$ cat src/rtl/onset_enumerator_if.sv
// Minterm stream between the enumerator and its consumer.
// Handshake: a beat transfers on a rising clk edge where m_valid && m_ready are
// both high; once m_valid is raised, m_valid and m_data hold until that transfer.
interface onset_enumerator_if #(
  parameter int N_IN = 16
);
  logic            m_valid;
  logic            m_ready;
  logic [N_IN-1:0] m_data;

  modport master (output m_valid, output m_data, input m_ready);
  modport slave  (input m_valid, input m_data, output m_ready);
endinterface

$ cat src/rtl/onset_enumerator.sv
// Sweeps every input vector of an attached single-output function and streams the
// minterms whose output matches the selected polarity, in ascending order.
module onset_enumerator #(
  parameter int N_IN     = 16,
  parameter int FUNC_LAT = 0,
  parameter int DEPTH    = 4
) (
  input  logic                clk,
  input  logic                rst_n,
  input  logic                start,
  input  logic                pol,
  output logic [N_IN-1:0]     x_o,
  input  logic                y_i,
  onset_enumerator_if.master  m,
  output logic                busy,
  output logic                done,
  output logic [N_IN:0]       match_count,
  output logic [1:0]          state_dbg
);

  localparam int AW = $clog2(DEPTH);
  localparam int CW = AW + 2;
  localparam logic [N_IN-1:0] LAST   = '1;
  localparam logic [N_IN:0]   MC_MAX = {1'b1, {N_IN{1'b0}}};

  typedef enum logic [1:0] {IDLE = 2'd0, SWEEP = 2'd1, DRAIN = 2'd2, DONE = 2'd3} state_t;

  state_t          state;
  logic [N_IN-1:0] cnt;
  logic            pol_q;
  logic [N_IN-1:0] mem [DEPTH];
  logic [AW-1:0]   wr_ptr, rd_ptr;
  logic [CW-1:0]   fifo_count;
  logic [CW-1:0]   inflight;
  logic            tag_out_v;
  logic [N_IN-1:0] tag_out_x;
  logic            credit, issue, push, pop;

  assign x_o       = cnt;
  assign state_dbg = state;
  assign m.m_valid = (fifo_count != '0);
  assign m.m_data  = mem[rd_ptr];

  // Every slot either already in the FIFO or still travelling through the
  // function is reserved, so a push can never find the FIFO full.
  assign credit = (fifo_count + inflight) < CW'(DEPTH);
  assign issue  = (state == SWEEP) && credit;
  assign push   = tag_out_v && (y_i == pol_q);
  assign pop    = m.m_valid && m.m_ready;

  generate
    if (FUNC_LAT == 0) begin : g_comb
      assign tag_out_v = issue;
      assign tag_out_x = cnt;
      assign inflight  = '0;
    end else begin : g_pipe
      logic            pv [FUNC_LAT];
      logic [N_IN-1:0] px [FUNC_LAT];

      always_ff @(posedge clk or negedge rst_n) begin
        if (!rst_n) begin
          for (int i = 0; i < FUNC_LAT; i++) begin
            pv[i] <= 1'b0;
            px[i] <= '0;
          end
        end else begin
          pv[0] <= issue;
          px[0] <= cnt;
          for (int i = 1; i < FUNC_LAT; i++) begin
            pv[i] <= pv[i-1];
            px[i] <= px[i-1];
          end
        end
      end

      always_comb begin
        inflight = '0;
        for (int i = 0; i < FUNC_LAT; i++) inflight = inflight + CW'(pv[i]);
      end

      assign tag_out_v = pv[FUNC_LAT-1];
      assign tag_out_x = px[FUNC_LAT-1];
    end
  endgenerate

  always_ff @(posedge clk or negedge rst_n) begin
    if (!rst_n) begin
      state       <= IDLE;
      cnt         <= '0;
      pol_q       <= 1'b1;
      busy        <= 1'b0;
      done        <= 1'b0;
      match_count <= '0;
    end else begin
      if (push && match_count != MC_MAX) match_count <= match_count + (N_IN+1)'(1);
      case (state)
        IDLE: begin
          done <= 1'b0;
          if (start) begin
            pol_q       <= pol;
            cnt         <= '0;
            match_count <= '0;
            busy        <= 1'b1;
            state       <= SWEEP;
          end
        end
        SWEEP: begin
          // The last vector leaves the counter parked at all-ones.
          if (issue) begin
            if (cnt == LAST) state <= DRAIN;
            else             cnt   <= cnt + N_IN'(1);
          end
        end
        DRAIN: begin
          if (inflight == '0 && fifo_count == '0) begin
            state <= DONE;
            done  <= 1'b1;
            busy  <= 1'b0;
          end
        end
        DONE: begin
          done  <= 1'b0;
          state <= IDLE;
        end
        default: state <= IDLE;
      endcase
    end
  end

  always_ff @(posedge clk or negedge rst_n) begin
    if (!rst_n) begin
      for (int i = 0; i < DEPTH; i++) mem[i] <= '0;
      wr_ptr     <= '0;
      rd_ptr     <= '0;
      fifo_count <= '0;
    end else begin
      if (push) begin
        mem[wr_ptr] <= tag_out_x;
        wr_ptr      <= wr_ptr + AW'(1);
      end
      if (pop) rd_ptr <= rd_ptr + AW'(1);
      case ({push, pop})
        2'b10:   fifo_count <= fifo_count + CW'(1);
        2'b01:   fifo_count <= fifo_count - CW'(1);
        default: fifo_count <= fifo_count;
      endcase
    end
  end

endmodule

$ cat src/flat_wrapper.sv
// flat-port wrapper written by rule: the top's interface ports become plain ports
module onset_enumerator_flat 
#(
  parameter int N_IN     = 16,
  parameter int FUNC_LAT = 0,
  parameter int DEPTH    = 4
)
  (clk, rst_n, start, pol, x_o, y_i, busy, done, match_count, state_dbg, m_m_valid, m_m_data, m_m_ready);
  onset_enumerator_if #(.N_IN(N_IN)) m_i ();
  input  logic clk;
  input  logic rst_n;
  input  logic start;
  input  logic pol;
  output logic [N_IN-1:0] x_o;
  input  logic y_i;
  output logic busy;
  output logic done;
  output logic [N_IN:0] match_count;
  output logic [1:0] state_dbg;
  output wire logic [$bits(m_i.m_valid)-1:0] m_m_valid;
  output wire logic [$bits(m_i.m_data)-1:0] m_m_data;
  input wire logic [$bits(m_i.m_ready)-1:0] m_m_ready;
  assign m_m_valid = m_i.m_valid;
  assign m_m_data = m_i.m_data;
  assign m_i.m_ready = m_m_ready;
  onset_enumerator #(.N_IN(N_IN), .FUNC_LAT(FUNC_LAT), .DEPTH(DEPTH)) u_core (.clk(clk), .rst_n(rst_n), .start(start), .pol(pol), .x_o(x_o), .y_i(y_i), .m(m_i), .busy(busy), .done(done), .match_count(match_count), .state_dbg(state_dbg));
endmodule
$ cat config.mk
export PLATFORM = sky130hd
export DESIGN_NAME = onset_enumerator_flat
export DESIGN_NICKNAME = d
export VERILOG_FILES = /design/src/rtl/onset_enumerator_if.sv /design/src/rtl/onset_enumerator.sv /design/src/flat_wrapper.sv
export SDC_FILE = /design/constraint.sdc
export NUM_CORES = 1
export LEC_CHECK = 0
export ABC_AREA = 0
export CAP_MARGIN = 10
export CORE_ASPECT_RATIO = 0.7
export CORE_MARGIN = 5
export CORE_UTILIZATION = 30
export DETAILED_ROUTE_END_ITERATION = 6
export GPL_ROUTABILITY_DRIVEN = 0
export MAX_ROUTING_LAYER = met4
export PLACE_DENSITY_LB_ADDON = 0.1
export SLEW_MARGIN = 20
export SYNTH_ARGS = -nofsm -noshare
export SYNTH_HDL_FRONTEND = slang
export SYNTH_SLANG_ARGS = --single-unit
export TNS_END_PERCENT = 30
$ cat constraint.sdc
create_clock -name clk -period 2.8 [get_ports clk]
set_input_delay 0.84 -clock clk [delete_from_list [all_inputs] [get_ports clk]]
set_output_delay 0.84 -clock clk [all_outputs]
set_load 0.03 [all_outputs]
==> flow_metrics.env <==
export IMPL_status="finished, final reports clean"
export IMPL_grt_pass1_wl_um=22900
export IMPL_p_int_mw=3.50
export IMPL_ios=60
export IMPL_critPathKind="reg2out"
export IMPL_root_buffer="clkbuf_16"
export IMPL_fin_nets=563
export IMPL_hold_viol_final=0
export IMPL_wl_um=14300
export IMPL_synth_top_area_share_pct=49.1
export IMPL_hpwl_um=10200
export IMPL_tns_ps=0
export IMPL_yosysSeqAreaShare_pct=49.6
export IMPL_timing_final_crit_share_pct=96.2
export IMPL_yosysWarningCount=0
export IMPL_min_period_ps=2690
export IMPL_avgSynthCellArea_um2=11.9
export IMPL_total_power_mw=5.50
export IMPL_fmax_ghz=0.371
export IMPL_pre_cts_slack_ps=-45.1
export IMPL_rsz0062_at_grt="false"
export IMPL_synthCells=468
export IMPL_synthArstFlopShare_pct=100
export IMPL_ir_drop_uv=444
export IMPL_final_cells=784
export IMPL_drc=0
export IMPL_synth_distinct_cells=54
export IMPL_fin_skew_ps=5.09
export IMPL_drt_iter0_markers=246
export IMPL_nFillCells=1777
export IMPL_pwr_share_clk_pct=23.2
export IMPL_synth_main_ff_cell="dfrtp_1"
export IMPL_wl_per_cell_um=18.2
export IMPL_setup_ws_ps=106
export IMPL_slew_headroom_pct=56.4
export IMPL_clock_sinks=110
export IMPL_setup_viol=0
export IMPL_cts_max_level=3
export IMPL_grt_remaining_overflow=0
export IMPL_crit_chain="buf_4, mux4_2, buf_4"
export IMPL_design_die_area_mm2=0.0214
export IMPL_switchingPower_mw=2.01
export IMPL_ctsHoldBuffers=0
export IMPL_core_area_mm2=0.0181
export IMPL_die_height_um=124
export IMPL_critPathCaptureType="primary output"
export IMPL_synth_edf_count=0
export IMPL_synth_top_cell_by_area="dfrtp_1"
export IMPL_leakage_nw=3.06
export IMPL_die_x_um=173
export IMPL_maxSlewViolCount=0
export IMPL_reg2reg_depth=12
export IMPL_placementRows=41
export IMPL_cp_required_ps=1960
export IMPL_seqPwrFrac_pct=38.7
export IMPL_start_util_pct=30.7
export IMPL_ys_top_cells_by_area="dfrtp_1, mux2_2, mux4_2"
export IMPL_clockBufferDepth=2
export IMPL_arrival_ps=1850
export IMPL_cpMostUsedCell="buf_4"
export IMPL_cts_buffers_inserted=9
export IMPL_firstDrtPassIters=5
export IMPL_antenna_found_initial=0
export IMPL_start_kind="flop"
export IMPL_ant_nets=0
export IMPL_clk_latency_ps=350
export IMPL_p_comb_share_pct=38.1
export IMPL_grtUsageTotal_pct=14.1
export IMPL_hold_path_class="in2async"
export IMPL_tightest_slew_ps=647
export IMPL_ys_seq_elements=110
export IMPL_diodes=0
export IMPL_final_layout_size_suffix_gt1_share_pct=28.5
export IMPL_vias=4005
export IMPL_cpPeakStageDelay_ps=570
export IMPL_grt_pass1_vias=3925
export IMPL_cts_clk_slew_worst_paths_ps=70
export IMPL_slowest_stage="mux4_2"
export IMPL_synth_cell_area_mm2=0.00556
export IMPL_crit_fanout=8
export IMPL_yosysMostFrequentCell="dfrtp_1"
export IMPL_powerDensity_mw_per_mm2=797
export IMPL_viasPerCell=5.11
export IMPL_portBuffers=59
export IMPL_swShare_pct=36.5
export IMPL_syn_to_final_growth_pct=24.3
export IMPL_cts_tree="yes"
export IMPL_drv_cap=0
export IMPL_dpl_cell_count=768
export IMPL_yosys_top_cells_count="dfrtp_1, mux2_2, nand2_1, clkbuf_1, a21oi_1"
export IMPL_grt_max_degree=43
export IMPL_syn_nets=488
[cell families after synthesis]
logic type,share of synthesized area (%)
and+or+nand+nor,13.6
DFF,49.6
muxes,20.6
AOI/OAI and AO/OA,7.55
buffers and inverters,3.13
xor gates and xnor gates,2.36
adders and majority gates,3.15
[area by class of cell]
class | instances | area (µm²) | share of cell area [%]
repair buffers | 93 | 880 | 12.7
well taps | 236 | 295 | 4.28
clock buffers | 12 | 267 | 3.86
inverters | 14 | 52.6 | 0.761
multi-input cells | 315 | 2630 | 38.0
flip-flops and latches | 110 | 2760 | 39.9
clock inverters | 4 | 28.8 | 0.417
[layout by cell type, fill, tap and decap left out, types with 6 or more instances in the layout]
cell type,count
buf_12,6
o21ai_0,13
a21oi_1,20
nor2_1,15
nand3_1,17
buf_4,43
mux4_2,16
mux2_2,67
inv_1,13
nor4_1,9
dfrtp_1,107
clkdlybuf4s50_1,41
xor2_1,7
nand4_1,10
ha_1,14
xnor2_1,8
or4_1,7
or3_1,6
clkbuf_16,9
nand2_1,30
[metal layers]
| layer | vias up | global-route usage [%] | routed length (µm) |
|---|---|---|---|
| met4 | 0 | 3.41 | 139 |
| met2 | 81 | 19.6 | 6160 |
| li1 | 1883 | - | - |
| met1 | 2031 | 20.8 | 7420 |
| met3 | 10 | 3.13 | 574 |
| met5 | - | - | 0 |
[critical path: cells and delay by family, from the launching register on]
family / cells / cell delay, ps
buffers and inverters: 2 / 460
DFF: 1 / 460
muxes: 1 / 570
[registers in the layout, summed over array words and instances, names as in the netlist]
register            cells
u_core.match_count     17
u_core.mem             64
u_core.x_o             16
u_core.done             1
u_core.fifo_count       4
u_core.rd_ptr           2
u_core.pol_q            1
u_core.state_dbg        2
u_core.busy             1
u_core.wr_ptr           2
[metrics by stage]
stage                     utilization, %  hold slack (ps)  area (µm²)
after floorplan                        -              460        5560
after global placement              36.5              482        6620
after detailed placement            36.5              488        6620
after CTS                           38.1              461        6910
after global routing                38.1              482        6910
final                               38.1              448        6910
[path summary, 6_finish.rpt]
path / slack [ps] / end / startpoint
worst max-delay path: 110 / m_m_data[3] / u_core.rd_ptr[0]$_DFFE_PN0P_
worst min-delay path: 450 / u_core.mem[5]$_DFFE_PN0P_ / rst_n
worst max register to register: 190 / u_core.fifo_count[2]$_DFFE_PN0P_ / u_core.state_dbg[1]$_DFFE_PN0P_
worst min register to register: 500 / u_core.pol_q$_DFFE_PN1P_ / u_core.pol_q$_DFFE_PN1P_
max in group asynchronous: 1570 / u_core.mem[10]$_DFFE_PN0P_ / rst_n
min in group clk: 500 / u_core.pol_q$_DFFE_PN1P_ / u_core.pol_q$_DFFE_PN1P_
[power groups by stage]
stage          clock network (mW)  registers [mW]  logic [mW]
6_report                     1.28            2.13        2.10
2_1_floorplan                   0            2.17        1.31
3_5_place_dp                    0            2.17        2.12
3_3_place_gp                    0            2.16        2.09
4_1_cts                      1.33            2.14        2.12
5_1_grt                      1.38            2.18        2.29
[what timing repair did]
| action | in CTS | in global routing |
|---|---|---|
| gates resized for setup | 3 | 0 |
| setup endpoints to repair | 3 | 0 |
| setup buffers | 0 | 0 |
| hold endpoints to repair | 0 | 0 |
(Power assumes the default switching activity.)
